[src/rtl/dense_layer_engine.sv]
// Fully-connected layer engine: streams LANES-wide input/weight chunks,
// accumulates bias + dot product, then rounds, saturates, ReLUs and pools.
module dense_layer_engine #(
  parameter int WIDTH       = 16,
  parameter int FRAC        = 8,
  parameter int LANES       = 4,
  parameter int IN_LEN      = 8,
  parameter int OUT_NEURONS = 2,
  parameter int POOL_K      = 1,
  parameter int RELU        = 0,
  parameter int AW          = 16
) (
  input  logic                   clk,
  input  logic                   rst,
  input  logic                   start_i,
  output logic                   busy_o,
  output logic                   done_o,
  output logic                   in_rd_o,
  output logic [AW-1:0]          in_addr_o,
  input  logic [LANES*WIDTH-1:0] in_data_i,
  output logic                   w_rd_o,
  output logic [AW-1:0]          w_addr_o,
  input  logic [LANES*WIDTH-1:0] w_data_i,
  output logic [AW-1:0]          b_addr_o,
  input  logic [WIDTH-1:0]       b_data_i,
  output logic                   out_valid_o,
  input  logic                   out_ready_i,
  output logic [AW-1:0]          out_addr_o,
  output logic [WIDTH-1:0]       out_data_o
);

  localparam int CHUNKS = (IN_LEN + LANES - 1) / LANES;
  localparam int ACCW   = 2*WIDTH + $clog2(IN_LEN) + 1;

  localparam logic [AW-1:0] CH_A   = AW'(CHUNKS);
  localparam logic [AW-1:0] LAST_K = AW'(CHUNKS - 1);
  localparam logic [AW-1:0] LAST_N = AW'(OUT_NEURONS - 1);
  localparam logic [AW-1:0] LAST_P = AW'(POOL_K - 1);

  localparam logic signed [ACCW-1:0] MAXV =
    {{(ACCW-WIDTH+1){1'b0}}, {(WIDTH-1){1'b1}}};
  localparam logic signed [ACCW-1:0] MINV =
    {{(ACCW-WIDTH+1){1'b1}}, {(WIDTH-1){1'b0}}};

  typedef enum logic [2:0] {
    S_IDLE, S_ISSUE, S_FINAL, S_RESOLVE, S_WRITE, S_DONE
  } state_t;

  state_t state_q, state_d;

  logic [AW-1:0] k_q, k_d;
  logic [AW-1:0] n_q, n_d;
  logic [AW-1:0] p_q, p_d;
  logic [AW-1:0] g_q, g_d;
  logic [AW-1:0] kd_q;
  logic          rd_q;

  logic signed [ACCW-1:0]    acc_q, acc_d;
  logic signed [ACCW-1:0]    lane_sum, bias_ext, sh;
  logic signed [WIDTH-1:0]   xa, wa, res;
  logic signed [WIDTH-1:0]   pool_q, pool_d;
  logic signed [2*WIDTH-1:0] prod;

  // Sum of lane products for the chunk arriving this cycle, tail lanes masked.
  always_comb begin
    lane_sum = '0;
    xa       = '0;
    wa       = '0;
    prod     = '0;
    for (int l = 0; l < LANES; l++) begin
      xa   = $signed(in_data_i[l*WIDTH +: WIDTH]);
      wa   = $signed(w_data_i[l*WIDTH +: WIDTH]);
      prod = xa * wa;
      if ((int'(kd_q) * LANES + l) < IN_LEN) begin
        lane_sum = lane_sum +
          {{(ACCW-2*WIDTH){prod[2*WIDTH-1]}}, prod};
      end
    end
  end

  // Accumulator: chunk 0 reloads with the scaled bias, later chunks add.
  always_comb begin
    bias_ext = {{(ACCW-WIDTH){b_data_i[WIDTH-1]}}, b_data_i};
    acc_d    = acc_q;
    if (rd_q) begin
      acc_d = ((kd_q == '0) ? (bias_ext <<< FRAC) : acc_q) + lane_sum;
    end
  end

  // Shift back to FRAC scale, saturate to WIDTH, optional ReLU.
  always_comb begin
    sh = acc_q >>> FRAC;
    if (sh > MAXV) begin
      res = MAXV[WIDTH-1:0];
    end else if (sh < MINV) begin
      res = MINV[WIDTH-1:0];
    end else begin
      res = sh[WIDTH-1:0];
    end
    if (RELU != 0 && res[WIDTH-1]) begin
      res = '0;
    end
  end

  // Sequencing of issue, resolve, pooling and the output handshake.
  always_comb begin
    state_d = state_q;
    k_d     = k_q;
    n_d     = n_q;
    p_d     = p_q;
    g_d     = g_q;
    pool_d  = pool_q;
    unique case (state_q)
      S_IDLE: begin
        if (start_i) begin
          state_d = S_ISSUE;
          k_d     = '0;
          n_d     = '0;
          p_d     = '0;
          g_d     = '0;
        end
      end
      S_ISSUE: begin
        k_d = k_q + 1'b1;
        if (k_q == LAST_K) begin
          state_d = S_FINAL;
        end
      end
      S_FINAL: begin
        state_d = S_RESOLVE;
      end
      S_RESOLVE: begin
        if (p_q == '0 || res > pool_q) begin
          pool_d = res;
        end
        k_d = '0;
        if (p_q == LAST_P) begin
          p_d     = '0;
          state_d = S_WRITE;
        end else begin
          p_d     = p_q + 1'b1;
          n_d     = n_q + 1'b1;
          state_d = S_ISSUE;
        end
      end
      S_WRITE: begin
        if (out_ready_i) begin
          g_d = g_q + 1'b1;
          if (n_q == LAST_N) begin
            state_d = S_DONE;
          end else begin
            n_d     = n_q + 1'b1;
            state_d = S_ISSUE;
          end
        end
      end
      S_DONE: begin
        state_d = S_IDLE;
      end
      default: begin
        state_d = S_IDLE;
      end
    endcase
  end

  // State, counters, datapath registers; synchronous reset clears all.
  always_ff @(posedge clk) begin
    if (rst) begin
      state_q <= S_IDLE;
      k_q     <= '0;
      n_q     <= '0;
      p_q     <= '0;
      g_q     <= '0;
      kd_q    <= '0;
      rd_q    <= 1'b0;
      acc_q   <= '0;
      pool_q  <= '0;
    end else begin
      state_q <= state_d;
      k_q     <= k_d;
      n_q     <= n_d;
      p_q     <= p_d;
      g_q     <= g_d;
      kd_q    <= k_q;
      rd_q    <= (state_q == S_ISSUE);
      acc_q   <= acc_d;
      pool_q  <= pool_d;
    end
  end

  assign busy_o      = (state_q != S_IDLE) && (state_q != S_DONE);
  assign done_o      = (state_q == S_DONE);
  assign in_rd_o     = (state_q == S_ISSUE);
  assign w_rd_o      = (state_q == S_ISSUE);
  assign in_addr_o   = k_q;
  assign w_addr_o    = n_q * CH_A + k_q;
  assign b_addr_o    = n_q;
  assign out_valid_o = (state_q == S_WRITE);
  assign out_addr_o  = g_q;
  assign out_data_o  = pool_q;

endmodule

[config.mk]
export PLATFORM = sky130hd
export DESIGN_NAME = dense_layer_engine
export DESIGN_NICKNAME = d
export VERILOG_FILES = /design/src/rtl/dense_layer_engine.sv
export SDC_FILE = /design/constraint.sdc
export NUM_CORES = 2
export LEC_CHECK = 0
export CAP_MARGIN = 20
export CORE_MARGIN = 1
export CORE_UTILIZATION = 59
export CTS_BUF_LIST = sky130_fd_sc_hd__clkbuf_8 sky130_fd_sc_hd__clkbuf_16
export DETAILED_ROUTE_END_ITERATION = 12
export PLACE_DENSITY = 0.81
export REMOVE_ABC_BUFFERS = 1
export SLEW_MARGIN = 0
export SYNTH_ARGS = -nofsm -noshare
export SYNTH_HDL_FRONTEND = slang
export SYNTH_SLANG_ARGS = --single-unit
[constraint.sdc]
create_clock -name clk -period 14.77 [get_ports clk]
set_input_delay 2.954 -clock clk [delete_from_list [all_inputs] [get_ports clk]]
set_output_delay 2.954 -clock clk [all_outputs]
set_load 0.005 [all_outputs]
After elaboration in Yosys (flattened, before gate mapping)
Index checks and enable logic that the tools add are counted.

Reductions and logical operators: 16. Mux-type cells: 23. Equal/unequal tests: 13. Add/sub/neg operators: 12. $lt $le $gt $ge: 7. Multipliers: 4.

Operators by type and width (count): 2-to-1 mux 36 bit (5); adder 36 bit (4); multiplier 16 x 16 -> 32 bit (4); 2-to-1 mux 16 bit (8); case mux 16 bit (3 select lines) (2); adder 16 x 1 -> 16 bit, second input constant (4); case mux 16 bit (2 select lines) (2); less-than comparator 19 x 4 -> 1 bit, second input constant (3); adder 18 x 2 -> 19 bit, second input constant (2); == test 16 x 1 -> 1 bit, second input constant (2); zero test 16 bit (2); greater-than comparator 28 x 16 -> 1 bit, second input constant (1); less-than comparator 28 x 16 -> 1 bit, second input constant (1); adder 18 x 1 -> 19 bit, second input constant (1); less-than comparator 18 x 4 -> 1 bit, second input constant (1); adder 16 bit (1); greater-than comparator 16 bit (1); 2-to-1 mux 3 bit (5); case mux 3 bit (5 select lines) (1); nonzero test 3 bit (3); == test 3 x 2 -> 1 bit, second input constant (2); == test 3 bit, second input constant (2); inequality test 2 bit, second input constant (3); AND reduction 2 bit (3); 9 further kinds (12).

Output and inout bits: 85. Logic and storage cells: 84. Flip-flop bits (word level): 136. Bits of input ports: 148.

Depth between registers and ports, before layout
Depth after elaboration: 9. Mapped depth: 63. Gate-level depth less buffers: 62.

Least setup slack after synthesis
Ideal clock, no wire load.

Kind: input to register. From: input w_data_i[1]. To: register acc_q[35]. Path buffers: 1. Slack: 0.352 ns. Library setup time: 0.130 ns. Required time: 14.640 ns. Stages: 58. Arrival time: 14.288 ns. Cell sequence: clkbuf_1 nand2_1 fa_1 fa_1 fa_1 fa_1 inv_1 fa_1 inv_1 fa_1 inv_1 ha_1 a21o_1 a21oi_1 o21ai_0 a21o_1 a21oi_1 xor2_1 (+22 left out) a21boi_1 o21ai_0 nand2b_1 a21oi_1 xor2_1 nor2_1 ha_1 a21o_1 a21o_1 a21o_1 a21oi_1 o21ai_1 a211oi_2 o21bai_1 a21o_1 or3_1 o2111ai_1 o32ai_1.

Word-level cells in the longest chain between the ends: 9.

RTL lines: start: declaration (line 23) `input logic [LANES*WIDTH-1:0] w_data_i,`; multiplier 16 x 16 -> 32 bit (*) (line 73) `prod = xa * wa;`; 2-to-1 mux 36 bit (*) (line 74) `if ((int'(kd_q) * LANES + l) < IN_LEN) begin`; adder 36 bit (line 75) `lane_sum = lane_sum +`; 2-to-1 mux 36 bit (*) (line 74); adder 36 bit (line 75); 2-to-1 mux 36 bit (*) (line 74); adder 36 bit (line 75); 2-to-1 mux 36 bit (*) (line 74); adder 36 bit (*) (line 86) `acc_d = ((kd_q == '0) ? (bias_ext <<< FRAC) : acc_q) + lane_sum;`; end signal: assignment (line 176) `acc_q <= '0;`; end signal: assignment (line 186) `acc_q <= acc_d;`; end: declaration (line 58) `logic signed [ACCW-1:0] acc_q, acc_d;`.

Every way passes the cells marked *; elsewhere a longest branch is shown, timed or not. A chain may end at the register's enable or synchronous reset.

Final worst setup path
Ends and elaborated chain as after synthesis.

==> impl_metrics.csv <==
group,metric,value,unit
sta,final_max_slew_viol_count,0,
hold_path,worst_hold_path_type,"reg -> reg",
worst_setup_path,flop2flop_setup_slack,4.39,ns
run,max-cap-violations,0,
drt,dr_total_vias,44200,
worst_setup_path,worst-endpoint-required,15.05,ns
clock_network,clkSlewWorstSetupHoldPaths,0.06,ns
clock_network,cts_tree,"yes",
sta,period_minus_slack,14.56,ns
worst_setup_path,startpoint,"w_data_i[1]",
drt,detailed_route_iter0_violations,3003,
sta,grt_setup_unrepaired,"yes",
layout,final_cell_mix,"sky130_fd_sc_hd__inv_1, sky130_fd_sc_hd__fa_1, sky130_fd_sc_hd__nand2_1",
global_route,first_global_vias,46600,
logic_synthesis,syn-cell-area,0.0527,mm²
drt,antenna_left,0,
worst_setup_path,critical_path.most_common_cell,"sky130_fd_sc_hd__a21o_1",
worst_setup_path,rr_worst_depth,52,
logic_synthesis,avg_cell_area_syn,8.56,µm²
worst_setup_path,setup.worst_path.end,"acc_q[35]",
logic_synthesis,synth-seq-cells,136,
drt,drt_pre_antenna_iters,6,
sta,worst_clock_skew,0.00908,ns
floorplan,die_w,301,µm
sta,worstMarginPinSlew,0.998,ns
global_route,grt_antenna_before_repair,0,
logic_synthesis,yosysWarningCount,0,
logic_synthesis,netlist-cell-type-count,86,
floorplan,io_pins,233,
global_route,grt_max_degree,72,
sta,timing.hold.ws,0.483,ns
sta,finalCritPeriodShare,98.6,%
logic_synthesis,synth_sequential_area_ratio,5.17,%
worst_setup_path,worst_reg2reg_path_endpoint,"acc_q[35]",
worst_setup_path,worst-setup-path-type,"in -> reg",
sta,timing_hold_violations_final,0,
clock_network,clock_tree.buffer_depth,2,
logic_synthesis,synth_top_flop_cell,"sky130_fd_sc_hd__dfxtp_1",
global_route,grt_pass1_wl,231000,µm
worst_setup_path,critical_path_arrival,14.85,ns
logic_synthesis,synthArstFlopShare,0,%
drt,detail_route.vias_per_cell,5.56,
layout,fillerInstances,6675,
worst_setup_path,slowest_stage,"sky130_fd_sc_hd__fa_1",
clock_network,cts_hold_repair.buffers,0,
layout,synthToLayoutAreaGrowth,16.8,%
placement,place.port_buffers,232,
logic_synthesis,count_of_flip_flops_with_a_built_in_enable_after_synthesis,0,
floorplan,floorplan.die.height,301,µm
drt,route.detailed.drc,0,
worst_setup_path,critPathCaptureType,"register",
floorplan,floorplan.core_area,0.0884,mm²
worst_setup_path,worst-path-max-fanout,8,
layout,final_net_count,8487,
placement,hpwl,119000,µm
global_route,grt-ovfl-total,0,
worst_setup_path,worstReg2RegStart,"kd_q[8]",
sta,report.final.setup_viol,0,
floorplan,rows,109,
logic_synthesis,netlist_instances,6153,
drt,detail_route.wl_per_cell,17.6,µm
worst_setup_path,crit_path_max_incr_delay,0.53,ns
floorplan,die-area,0.0905,mm²
clock_network,clock_insertion_delay_worst_skew,0.43,ns
sta,worst_slew_margin_rel,33.0,%
clock_network,clock_tree.root_cell,"sky130_fd_sc_hd__clkbuf_16",
placement,gp_congestion,1.01,
layout,mostFrequentLayoutCell,"sky130_fd_sc_hd__inv_1",
worst_setup_path,start_kind,"primary input",
clock_network,htree_levels,4,
status,outcome,"completed",
sta,max_clock_freq,68.7,MHz
clock_network,number_of_buffers_inserted_during_clock_tree_synthesis,17,
floorplan,floorplan.initialDensity,59.6,%
clock_network,cts_sinks,136,
drt,totalWireLength,140000,µm
global_route,grtUsageTotal,31.6,%
layout,final_layout_size_suffix_gt1_share,11.4,%
layout,insertedDiodeCount,0,
==> cells in the mapped netlist, drive strengths merged, types with 28 or more instances <==
cell type,n,area (µm²)
inv,1245,4670
fa,1053,21100
nand2,708,2660
ha,502,6280
and2,459,2870
nor2,371,1390
a21oi,217,1090
xnor2,176,1540
clkbuf,172,646
o21ai,160,805
dfxtp,136,2720
a21o,108,811
xor2,102,893
nand2b,93,582
nor3,69,357
nor2b,54,345
nand3,52,260
o21a,46,345
mux2i,44,440
nand4,37,231
and3,35,224
o21bai,34,255
a211oi,28,228
==> worst min path at each step <==
stage / endpoint / slack (ns) / cells after the start / startpoint
final: p_q[15] / 0.48 / 1 / p_q[15]
after global routing: p_q[15] / 0.52 / 1 / p_q[15]
after CTS: p_q[15] / 0.48 / 1 / p_q[15]
after detailed placement: p_q[15] / 0.47 / 1 / p_q[15]
after global placement: acc_q[4] / 0.46 / 2 / acc_q[4]
after floorplan: p_q[15] / 0.44 / 1 / p_q[15]
==> metal layers <==
metal  global-route usage, %  vias to the layer above  routed length, µm
met5                       0                        -                  0
met4                    10.1                        0               4800
met3                    3.17                      339               8800
met2                    55.0                     1609              70300
met1                    41.5                    22000              56400
li1                        -                    20300                  -
==> layout make-up <==
cell class                 count  area [µm²]  share of cell area (%)
inverter                    1246        4680                    7.60
multi-input combinational   4587       45400                    73.8
timing repair buffer         796        6730                    10.9
tap                         1165        1460                    2.37
clock inverter                14         126                   0.205
sequential                   136        2720                    4.43
clock buffer                  17         425                   0.692
==> flip-flops by register name, summed over array words and instances, names as in the netlist <==
name	cells
acc_q	36
b_addr_o	16
in_addr_o	16
kd_q	16
out_addr_o	16
out_data_o	16
p_q	16
rd_q	1
state_q	3
==> timing repair <==
action	CTS	global route
pin swaps	14	99
gates resized for setup	51	195
setup buffers	9	25
cloned	0	2
endpoints found under the setup margin	6	12
==> cell families after synthesis <==
| family | after synthesis | synth area share [%] |
|---|---|---|
| buf+inv | 1430 | 10.2 |
| xor+xnor | 279 | 4.67 |
| flops | 136 | 5.17 |
| fa+ha+maj | 1555 | 52.0 |
| compound gates | 727 | 8.83 |
| mux | 45 | 0.858 |
| simple gates | 1981 | 18.3 |
==> metrics by stage <==
| stage | setup slack (ns) | instances | cell area (µm²) | utilization [%] | TNS (ns) |
|---|---|---|---|---|---|
| 6_report | 0.209 | 7961 | 61500 | 69.6 | 0 |
| 5_1_grt | -0.230 | 7961 | 61500 | 69.6 | -0.429 |
| 4_1_cts | 0.000137 | 7934 | 60500 | 68.5 | 0 |
| 3_5_place_dp | -0.923 | 7894 | 59800 | 67.6 | -4.68 |
| 3_3_place_gp | -0.584 | 7894 | 59800 | 67.6 | -2.35 |
| 2_1_floorplan | 0.0530 | 5969 | 52000 | - | 0 |
==> critical path: cells and delay by family <==
family	cells	cell delay, ns
XOR/XNOR	4	0.68
AO/OA/AOI/OAI	21	3.68
adder cells (fa/ha/maj)	11	4.35
AND/OR/NAND/NOR	14	1.96
buffers and inverters	9	1.20
Power is not shown: default switching activity piles up to over one toggle a cycle in this logic, so the estimate is an artifact.
